[src/rtl/display_scan_sched.sv]
// Refresh scheduler for a 4-digit multiplexed 7-segment display: slot timer, blanked/PWM
// anodes and double-buffered display data that only swaps at frame boundaries.
module display_scan_sched #(
   parameter int unsigned CLK_DIV   = 50000,
   parameter int unsigned BLANK_CYC = 16
) (
   input  logic        i_Clk,
   input  logic        i_Reset,
   input  logic        i_Enable,
   input  logic [15:0] i_Data,
   input  logic        i_Load,
   input  logic [3:0]  i_Bright,
   output logic [1:0]  o_Sel,
   output logic [3:0]  o_Anodos,
   output logic [3:0]  o_Nibble,
   output logic        o_Ack,
   output logic        o_Frame
);

   localparam int unsigned CW = $clog2(CLK_DIV);

   typedef enum logic {IDLE, SCAN} state_t;

   state_t        state;
   logic [CW-1:0] cnt;
   logic [15:0]   active;
   logic [15:0]   shadow;
   logic          pending;

   logic          last_cyc;
   logic          boundary;
   logic          apply;
   logic [CW-1:0] cnt_nx;
   logic [1:0]    sel_nx;
   logic [15:0]   active_nx;
   logic [15:0]   shadow_nx;
   logic          pending_nx;
   logic          ack_nx;
   logic          anode_on;
   logic [3:0]    anode_nx;
   logic [3:0]    nib_nx;

   always_comb begin
      last_cyc = (cnt == CW'(CLK_DIV - 1));
      // The idle->scan edge also starts a frame, so it doubles as a load boundary.
      boundary = i_Enable && ((state == IDLE) || (last_cyc && (o_Sel == 2'd3)));
      apply    = boundary || (state == IDLE);

      cnt_nx = '0;
      sel_nx = 2'd0;
      if (i_Enable && (state == SCAN)) begin
         if (last_cyc) begin
            sel_nx = o_Sel + 2'd1;
         end else begin
            cnt_nx = cnt + CW'(1);
            sel_nx = o_Sel;
         end
      end

      active_nx  = active;
      shadow_nx  = shadow;
      pending_nx = pending;
      ack_nx     = 1'b0;
      if (boundary && i_Load) begin
         active_nx  = i_Data;
         pending_nx = 1'b0;
         ack_nx     = 1'b1;
      end else begin
         if (apply && pending) begin
            active_nx  = shadow;
            pending_nx = 1'b0;
            ack_nx     = 1'b1;
         end
         if (i_Load) begin
            shadow_nx  = i_Data;
            pending_nx = 1'b1;
         end
      end

      // Output registers are loaded from next-state, so i_Bright shows up one cycle later.
      anode_on = i_Enable && (cnt_nx >= CW'(BLANK_CYC)) && (cnt_nx[3:0] <= i_Bright);
      anode_nx = anode_on ? (4'b1111 ^ (4'b1000 >> sel_nx)) : 4'b1111;
      nib_nx   = active_nx[{sel_nx, 2'b00} +: 4];
   end

   always_ff @(posedge i_Clk or posedge i_Reset) begin
      if (i_Reset) begin
         state    <= IDLE;
         cnt      <= '0;
         active   <= '0;
         shadow   <= '0;
         pending  <= 1'b0;
         o_Sel    <= 2'd0;
         o_Anodos <= 4'b1111;
         o_Nibble <= 4'd0;
         o_Ack    <= 1'b0;
         o_Frame  <= 1'b0;
      end else begin
         state    <= i_Enable ? SCAN : IDLE;
         cnt      <= cnt_nx;
         active   <= active_nx;
         shadow   <= shadow_nx;
         pending  <= pending_nx;
         o_Sel    <= sel_nx;
         o_Anodos <= anode_nx;
         o_Nibble <= nib_nx;
         o_Ack    <= ack_nx;
         o_Frame  <= boundary;
      end
   end

endmodule

[config.mk]
export PLATFORM = sky130hd
export DESIGN_NAME = display_scan_sched
export DESIGN_NICKNAME = d
export VERILOG_FILES = /design/src/rtl/display_scan_sched.sv
export SDC_FILE = /design/constraint.sdc
export NUM_CORES = 1
export LEC_CHECK = 0
export ABC_CLOCK_PERIOD_IN_PS = 4980
export CORE_MARGIN = 2
export CORE_UTILIZATION = 50
export CTS_CLUSTER_SIZE = 14
export DETAILED_ROUTE_END_ITERATION = 10
export PLACE_DENSITY = 0.72
export RECOVER_POWER = 25
export SLEW_MARGIN = 10
export SYNTH_ARGS = -nofsm -noshare
export SYNTH_HDL_FRONTEND = slang
export SYNTH_SLANG_ARGS = --single-unit
export TNS_END_PERCENT = 1
[constraint.sdc]
create_clock -name i_Clk -period 4.98 [get_ports i_Clk]
set_input_delay 0.747 -clock i_Clk [delete_from_list [all_inputs] [get_ports i_Clk]]
set_output_delay 0.747 -clock i_Clk [all_outputs]
set_load 0.01 [all_outputs]
==> results.ini <==
[detailed_routing]
via_per_inst=6.14
dr.pass1.iters=5
post_drt_wl_per_cell_um=17.8
num_vias=2634
totalWireLength_um=7640
drtIter0Drc=160
ant_nets=0
drc=0

[global_route]
grtUsageTotal_pct=22.4
grt_pass1_vias=2655
overflow=0
grt_antenna_before_repair=0
grt_pass1_wl_um=12900
grt_max_degree=44

[critical_path]
start_kind=primary input
crit_path_max_fanout=25
crit_type=primary input to flip-flop
cp.arrival_ns=4.00
end_kind=flip-flop
reg2regPathDepth=12
crit_required_ns=5.20

[timing]
rsz0062_at_grt=no
finalCritPeriodShare_pct=75.9
worst_pin_slew_ns=1.56
tns_ns=0
finalHoldViolCount=0
layout_setup_ws_ns=1.20
post-route-min-period_ns=3.78
slew_viol_final=44
clock.fmax_ghz=0.265
fin_skew_ns=0.0122
setup_violations=0
slew_headroom_pct=-4.34

[clock_network]
cts_htree_levels=3
clk_pin_slew_ns=0.07
cts_tree=done
cts_hold_buf=0
ctsResizeCount=0
cts_made_buffers=9
clock_tree.buffer_depth=2
cts-root-buf=clkbuf_8
post_cts_buffers=0
insertion_delay_ns=0.35
clock_sinks=62

[status]
status=finished, violations left
violations=capacitance limit, slew limit

[placed_design]
portBuffers=35
place_area_sq_um=3700
gp_congestion=0.786
place_ws_ns=1.47
dp_hpwl_um=5040

[yosys]
syn_avg_cell_area_sq_um=10.4
yosys_warnings=0
netlist_area_sq_um=3370
synth.yosys.seq_area_share_pct=46.2
synthCells=323
synth.distinct_cells=47
synth_edf_count=0
syn_nets=353
synth_flop_cell=dfrtp_1
async_reset_ff_share_pct=100
synth-seq-cells=62

[finish]
area_delta_synth_final_pct=15.8
nNetsFinal=377
final_common_cell=dfrtp_1
antenna_cells=0
mostFrequentLayoutCells=dfrtp_1, clkdlybuf4s50_1, and3_1, nor3_1, nor2_1
nFillCells=546
drive_gt1_share_pct=13.6
final_cell_area_sq_um=3900

[worst_hold_path]
hold_class=flip-flop to flip-flop
min_path_cells=1

[floorplanning]
core.rowCount=29
io_pins=36
fp.coreArea_sq_um=6420
dieArea_sq_um=7410
die_h_um=86.1
die_w_um=86.1
start_util_pct=52.4

[pwr]
power.density_nw_per_um2=310
ir_drop_mv=0.168
p_leak_uw=0.00163

[run]
maxCapViolCount=1

[synth_stat cells, types with 9 or more instances]
cell type / count / area, sq um
nand3_1: 9 / 45.0
and3_1: 21 / 131
dfrtp_1: 58 / 1450
a22oi_1: 9 / 67.6
nor2_1: 18 / 67.6
clkbuf_1: 12 / 45.0
nand4_1: 10 / 62.6
inv_1: 9 / 33.8
a31oi_1: 15 / 93.8
mux2_2: 16 / 180
nor3_1: 20 / 100
o211ai_1: 16 / 120
nand2_1: 13 / 48.8
[layout make-up]
class,count,area (sq um),area share [%]
clock buffer,12,155,3.98
clock inverter,4,45.0,1.16
multi-input combinational,227,1650,42.2
inverter,10,37.5,0.963
timing repair buffer,37,362,9.27
tap,77,96.3,2.47
sequential,62,1560,39.9
[metrics by stage]
step / hold slack [ns] / power, uW / utilization, % / cells
detailed placement: 0.519 / 765 / 57.6 / 413
finish: 0.530 / 1210 / 60.7 / 429
floorplan: 0.495 / 700 / - / 323
global route: 0.556 / 1260 / 60.7 / 429
global placement: 0.510 / 761 / 57.6 / 413
CTS: 0.534 / 1210 / 60.8 / 429
[sequential cells by signal, indices dropped and copies added, names as in the netlist]
name      flops
active       16
cnt          16
shadow       16
o_Anodos      4
o_Nibble      4
o_Sel         2
o_Ack         1
o_Frame       1
pending       1
state         1
[power by group]
group / internal (uW) / total, uW / switching (uW)
logic: 86.8 / 173 / 86.1
registers: 556 / 584 / 27.8
clock network: 256 / 451 / 195
[layer usage]
metal / track usage (%) / vias to the layer above / wire length [um] / part of all wire [%]
met2: 37.6 / 79 / 3860 / 51
met5: 0 / - / 0 / 0
li1: - / 1257 / - / -
met1: 28.6 / 1288 / 3290 / 43
met4: 9.67 / 0 / 146 / 1.9
met3: 3.85 / 10 / 341 / 4.5
[final timing paths]
path	startpoint	endpoint	slack (ns)
max	i_Enable	o_Anodos[3]	1.20
min	shadow[6]	shadow[6]	0.53
max reg2reg	cnt[0]	o_Anodos[3]	1.75
min reg2reg	shadow[6]	shadow[6]	0.53
max in group asynchronous	i_Reset	active[8]	2.63
min in group asynchronous	i_Reset	cnt[8]	1.31
[cell families (layout without fill, tap and decap cells)]
family	Yosys count	in the layout	share of synthesized area [%]
buf+inv	34	63	4.98
fa+ha+maj	6	6	2.23
xor+xnor	14	14	3.64
flops	62	62	46.2
compound gates	64	64	14.4
simple gates	118	118	20.4
mux	25	25	8.17
[worst max-delay path: stages]
cell and delay (ns):
clkdlybuf4s50_1 0.45, clkbuf_1 0.76, nand2_1 0.17, or2_2 0.48, nor2_1 0.17, ha_1 0.26, nor2b_1 0.13, o21a_1 0.15
o21ai_0 0.14, nand2b_1 0.07, a21oi_1 0.31, nand4_1 0.15
Note: power is estimated with default switching activity, not from simulation.
==> variant 1: new RTL, same flow settings <==
Change the parameter `CLK_DIV` from 50000 to 100000.
--- a/src/rtl/display_scan_sched.sv
+++ b/src/rtl/display_scan_sched.sv
@@ -3,3 +3,3 @@
 module display_scan_sched #(
-   parameter int unsigned CLK_DIV   = 50000,
+   parameter int unsigned CLK_DIV   = 100000,
    parameter int unsigned BLANK_CYC = 16
Function: no difference found for any inputs over 10 cycles, from zero or initial values and one cycle with i_Reset high; that may be too few to reach the edited logic, so the function may still have changed.
==> variant 1 against the unedited design <==
Routed wire length down 7.5%; cell count up 0.93%; critical path type is now flop to flop; critical path depth up 1; sequential power about the same; worst setup slack better by 480 ps; global-route usage down 1.8 points; sequential cell count up 1; total power down 8.3%; design area down 2.5%; synthesized area down 2.7%.
==> variant 1: results (changes against the unedited design) <==
INFO  metric run_status = complete, no violations
INFO  metric ys_seq_elements = 63 (+1.6%)
INFO  metric ir_worst_vdd = 0.000212 V (+26%)
INFO  metric hpwlAfterDp = 4830 µm (-4.3%)
INFO  metric fillCellCount = 537 (-1.6%)
INFO  metric buffers_excl_clock = 38 (+2.7%)
INFO  metric multi_input_cells = 234 (+3.1%)
INFO  metric global_route.usage.met1 = 26.8% (-1.8 points)
INFO  metric via_per_inst = 5.93 (-3.4%)
INFO  metric relSlewSlack = 45.3% (+50 points)
INFO  metric power.leakage = 0.00157 µW (-3.2%)
INFO  metric grt_start_max_net_pins = 64 (+45%)
INFO  metric placed_area = 3650 µm² (-1.4%)
INFO  metric synth_top_cells_by_area = sky130_fd_sc_hd__dfrtp_1 45%, sky130_fd_sc_hd__mux2_2 5.8%, sky130_fd_sc_hd__nand2_1 4.9%, sky130_fd_sc_hd__nor2_1 4.4%, sky130_fd_sc_hd__dfstp_2 3.2%
INFO  metric total_nets_after_synthesis = 354 (+0.28%)
INFO  metric reg2reg_setup_slack = 1680 ps (-70 ps)
INFO  metric drive_above_1_share = 13.2% (-0.43 points)
INFO  metric largest_registers = cnt: 17 flops, active: 16 flops, shadow: 16 flops
INFO  metric layout.clock.cell_area_share = 3.98% (-1.2 points)
INFO  metric finalClockSkew = 2.43 ps (-9.75 ps)
INFO  metric critPathSlowestCell = sky130_fd_sc_hd__or4_4
INFO  metric clock_latency = 330 ps (-20 ps)
INFO  metric multiInputGateArea = 1570 µm² (-4.6%)
INFO  metric grt.total_usage = 20.7% (-1.8 points)
INFO  metric invs_w_o_clock = 8 (-2)
INFO  metric timing.critical_path.arrival = 3550 ps (-450 ps)
INFO  metric met1Wirelength = 3220 µm (-2.1%)
INFO  metric critPathMaxFanout = 7 (-72%)
INFO  metric use_met2 = 32.2% (-5.3 points)
INFO  metric synth_sequential_area_ratio = 48.2% (+2.0 points)
INFO  metric synthDistinctLibCells = 57 (+21%)
INFO  metric num-nets-final = 385 (+2.1%)
variant 1: changes by cell type after synthesis, sizes merged, moves of 6 or more:
cell    unedited run  this run
a22oi              9         1
a311oi             0        12
a32oi              7         0
and3              21         5
clkbuf            12         6
mux2i              8         1
nand2             13        43
nor2              18        38
nor3              20         2
o211ai            16         3
variant 1: logic make-up after synthesis:
kind of cell | synth area share [%]
XOR/XNOR | 4.01
buffers and inverters | 3.85
adder cells (fa/ha/maj) | 2.67
AO/OA/AOI/OAI | 15.8
multiplexers | 6.14
flip-flops | 48.2
AND/OR/NAND/NOR | 19.3
variant 1: final timing paths:
kind,start,end,cells after the start
min in group asynchronous,i_Reset,shadow[4],3
max in group asynchronous,i_Reset,cnt[11],3
hold / removal,shadow[1],shadow[1],1
setup reg to reg,cnt[0],o_Anodos[2],13
setup / recovery,cnt[0],o_Anodos[2],13
hold reg to reg,shadow[1],shadow[1],1
variant 1: through the flow:
stage	utilization (%)	instances	setup slack, ps	hold slack (ps)	power (µW)
2_1_floorplan	-	323	1980	479	686
3_5_place_dp	57.5	420	1620	493	746
4_1_cts	59.9	433	1670	508	1110
5_1_grt	59.9	433	1500	515	1160
6_report	59.9	433	1680	506	1110
3_3_place_gp	57.5	420	1700	487	739
variant 1: worst max-delay path: cells and delay by family (launching register included):
| kind | cells | cell delay, ps |
|---|---|---|
| adder cells (fa/ha/maj) | 2 | 510 |
| AO/OA/AOI/OAI | 5 | 890 |
| AND/OR/NAND/NOR | 6 | 1400 |
| flip-flops | 1 | 410 |
variant 1: power by group through the flow:
stage	Combinational, µW	Sequential [µW]	Clock [µW]
floorplan	95.2	591	0
global placement	148	591	0
detailed placement	153	593	0
CTS	153	585	373
global route	169	590	400
finish	151	584	372
==> variant 2: new RTL, same flow settings <==
Made on the original files. Reset style: synchronous (`i_Reset`), changed in one clocked block.
--- a/src/rtl/display_scan_sched.sv
+++ b/src/rtl/display_scan_sched.sv
@@ -85,3 +85,3 @@
 
-   always_ff @(posedge i_Clk or posedge i_Reset) begin
+   always_ff @(posedge i_Clk) begin
       if (i_Reset) begin
Formal check against the unedited RTL: differs if i_Reset is asserted again (counterexample within 4 cycles, from zero or initial values and one cycle with i_Reset high); with i_Reset held inactive, the same outputs for 10 cycles.
==> variant 2 against the unedited design <==
Via count grew 3.3%; non-clock buffer count grew 1; core utilization is 0.89 points lower; critical endpoint is now shadow[4]; largest cell class unchanged; worst setup slack gained 270 ps; synthesized area down 4.9%; sequential share of layout area fell by 6.9 points; routed wire length is 5.7% lower; total power is 5.4% lower; die area down 4.7%; sequential cell count unchanged; cell count rose by 9.6%; design area shrank 3.7%; critical path depth down 5.
==> variant 2: results (changes against the unedited design) <==
INFO  metric run_status = complete, no violations
INFO  metric total_nets_after_synthesis = 393 (+11%)
INFO  metric postSynth.topFlopCell = sky130_fd_sc_hd__dfxtp_1
INFO  metric synthDistinctLibCells = 48 (+2.1%)
INFO  metric synth_top_cells_by_area = sky130_fd_sc_hd__dfxtp_1 39%, sky130_fd_sc_hd__mux2i_1 9.4%, sky130_fd_sc_hd__nor2_1 6.4%, sky130_fd_sc_hd__nand2_1 3.8%, sky130_fd_sc_hd__o211ai_1 3.8%
INFO  metric synthCells = 363 (+12%)
INFO  metric via_count_of_the_first_global_routing_pass = 2577 (-2.9%)
INFO  metric yosys.area.top_type = sky130_fd_sc_hd__dfxtp_1
INFO  metric ys_top_cells_by_count = 62 x sky130_fd_sc_hd__dfxtp_1, 55 x sky130_fd_sc_hd__nor2_1, 32 x sky130_fd_sc_hd__nand2_1
INFO  metric worstMarginPinSlew = 1050 ps (-515 ps)
INFO  metric grt_pass1_wl = 12200 µm (-5.1%)
INFO  metric via_per_inst = 5.79 (-5.7%)
INFO  metric routabilityCongestion = 0.784 (-0.22%)
INFO  metric grt.total_usage = 21.6% (-0.87 points)
INFO  metric timing.critical_path.arrival = 3700 ps (-300 ps)
INFO  metric grt_start_max_net_pins = 36 (-18%)
INFO  metric power.leakage = 0.00133 µW (-18%)
INFO  metric max_stage_delay = 900 ps (+140 ps)
INFO  metric avgRoutedWirePerCell = 15.3 µm (-14%)
INFO  metric post_synth_xor_area_fraction = 4.92% (+1.3 points)
INFO  metric reg2reg_depth = 7 (-5)
INFO  metric fraction_of_synthesized_area_in_multiplexers = 9.80% (+1.6 points)
INFO  metric fraction_of_the_mapped_netlist_area_in_adder_cells = 2.34% (+0.11 points)
INFO  metric timing.hold.worst.start = active[9]
INFO  metric async_flop_share = 0% (-100 points)
INFO  metric reg2reg_setup_slack = 1470 ps (-280 ps)
INFO  metric number_of_design_rule_violations_left_by_the_first_detailed_router_iteration = 147 (-8.1%)
INFO  metric placed_cells_incl_taps = 454 (+9.9%)
INFO  metric critPathMaxFanout = 17 (-32%)
INFO  metric hpwlAfterDp = 5000 µm (-0.86%)
INFO  metric worst_r2r_startpoint = cnt[0]
INFO  metric critPathSlowestCell = sky130_fd_sc_hd__or4_1
INFO  metric r2r_end = shadow[4]
INFO  metric num-nets-final = 418 (+11%)
INFO  metric timing.critical_path.max_delay_family = simple AND/OR/NAND/NOR gates
==> variant 2: worst max-delay path by stage <==
stage | end | cells after the start | startpoint | slack [ps]
floorplan | o_Anodos[1] | 13 | cnt[0] | 2000
global placement | o_Anodos[0] | 11 | i_Enable | 1530
detailed placement | o_Anodos[2] | 11 | i_Enable | 1420
CTS | shadow[4] | 7 | cnt[0] | 1550
global route | shadow[4] | 7 | cnt[0] | 1250
finish | shadow[4] | 7 | cnt[0] | 1470
==> variant 2: layout make-up <==
cell class	count	area [µm²]
Multi-Input combinational cell	267	1780
Fill cell	563	2520
Timing Repair Buffer	38	369
Clock inverter	5	81.3
Sequential cell	62	1240
Inverter	10	37.5
Tap cell	77	96.3
Clock buffer	11	151
==> variant 2: logic make-up after synthesis <==
group                    after synthesis
flip-flops                            62
multiplexers                          31
adder cells (fa/ha/maj)                6
AND/OR/NAND/NOR                      153
AO/OA/AOI/OAI                         59
buffers and inverters                 34
XOR/XNOR                              18
==> variant 2: metal layers <==
metal	part of all wire, %	wire, µm	GRT usage (%)	vias to the layer above
met1	46	3300	27.8	1268
met5	0	0	0	-
li1	-	-	-	1351
met4	1.9	136	7.18	0
met2	47	3420	35.2	85
met3	4.9	354	5.34	16
==> variant 2: metrics by stage <==
stage / setup slack (ps) / power [µW] / cell area [µm²] / hold slack (ps)
finish: 1470 / 1140 / 3750 / 478
global route: 1250 / 1190 / 3750 / 516
CTS: 1550 / 1150 / 3760 / 486
detailed placement: 1420 / 645 / 3530 / 475
global placement: 1530 / 642 / 3530 / 467
floorplan: 2000 / 607 / 3200 / 448
==> variant 2: where the power goes <==
| part | internal [µW] | switching (µW) |
|---|---|---|
| registers | 516 | 12.4 |
| clock network | 309 | 200 |
| logic | 51.2 | 53.7 |
| total | 876 | 266 |
==> variant 2: worst reg2reg max path, delay by kind of cell, from the launching register on <==
| kind | cells | cell delay [ps] |
|---|---|---|
| AND/OR/NAND/NOR | 4 | 2040 |
| flip-flops | 1 | 430 |
| AO/OA/AOI/OAI | 1 | 330 |
| adder cells (fa/ha/maj) | 1 | 270 |
| multiplexers | 1 | 270 |
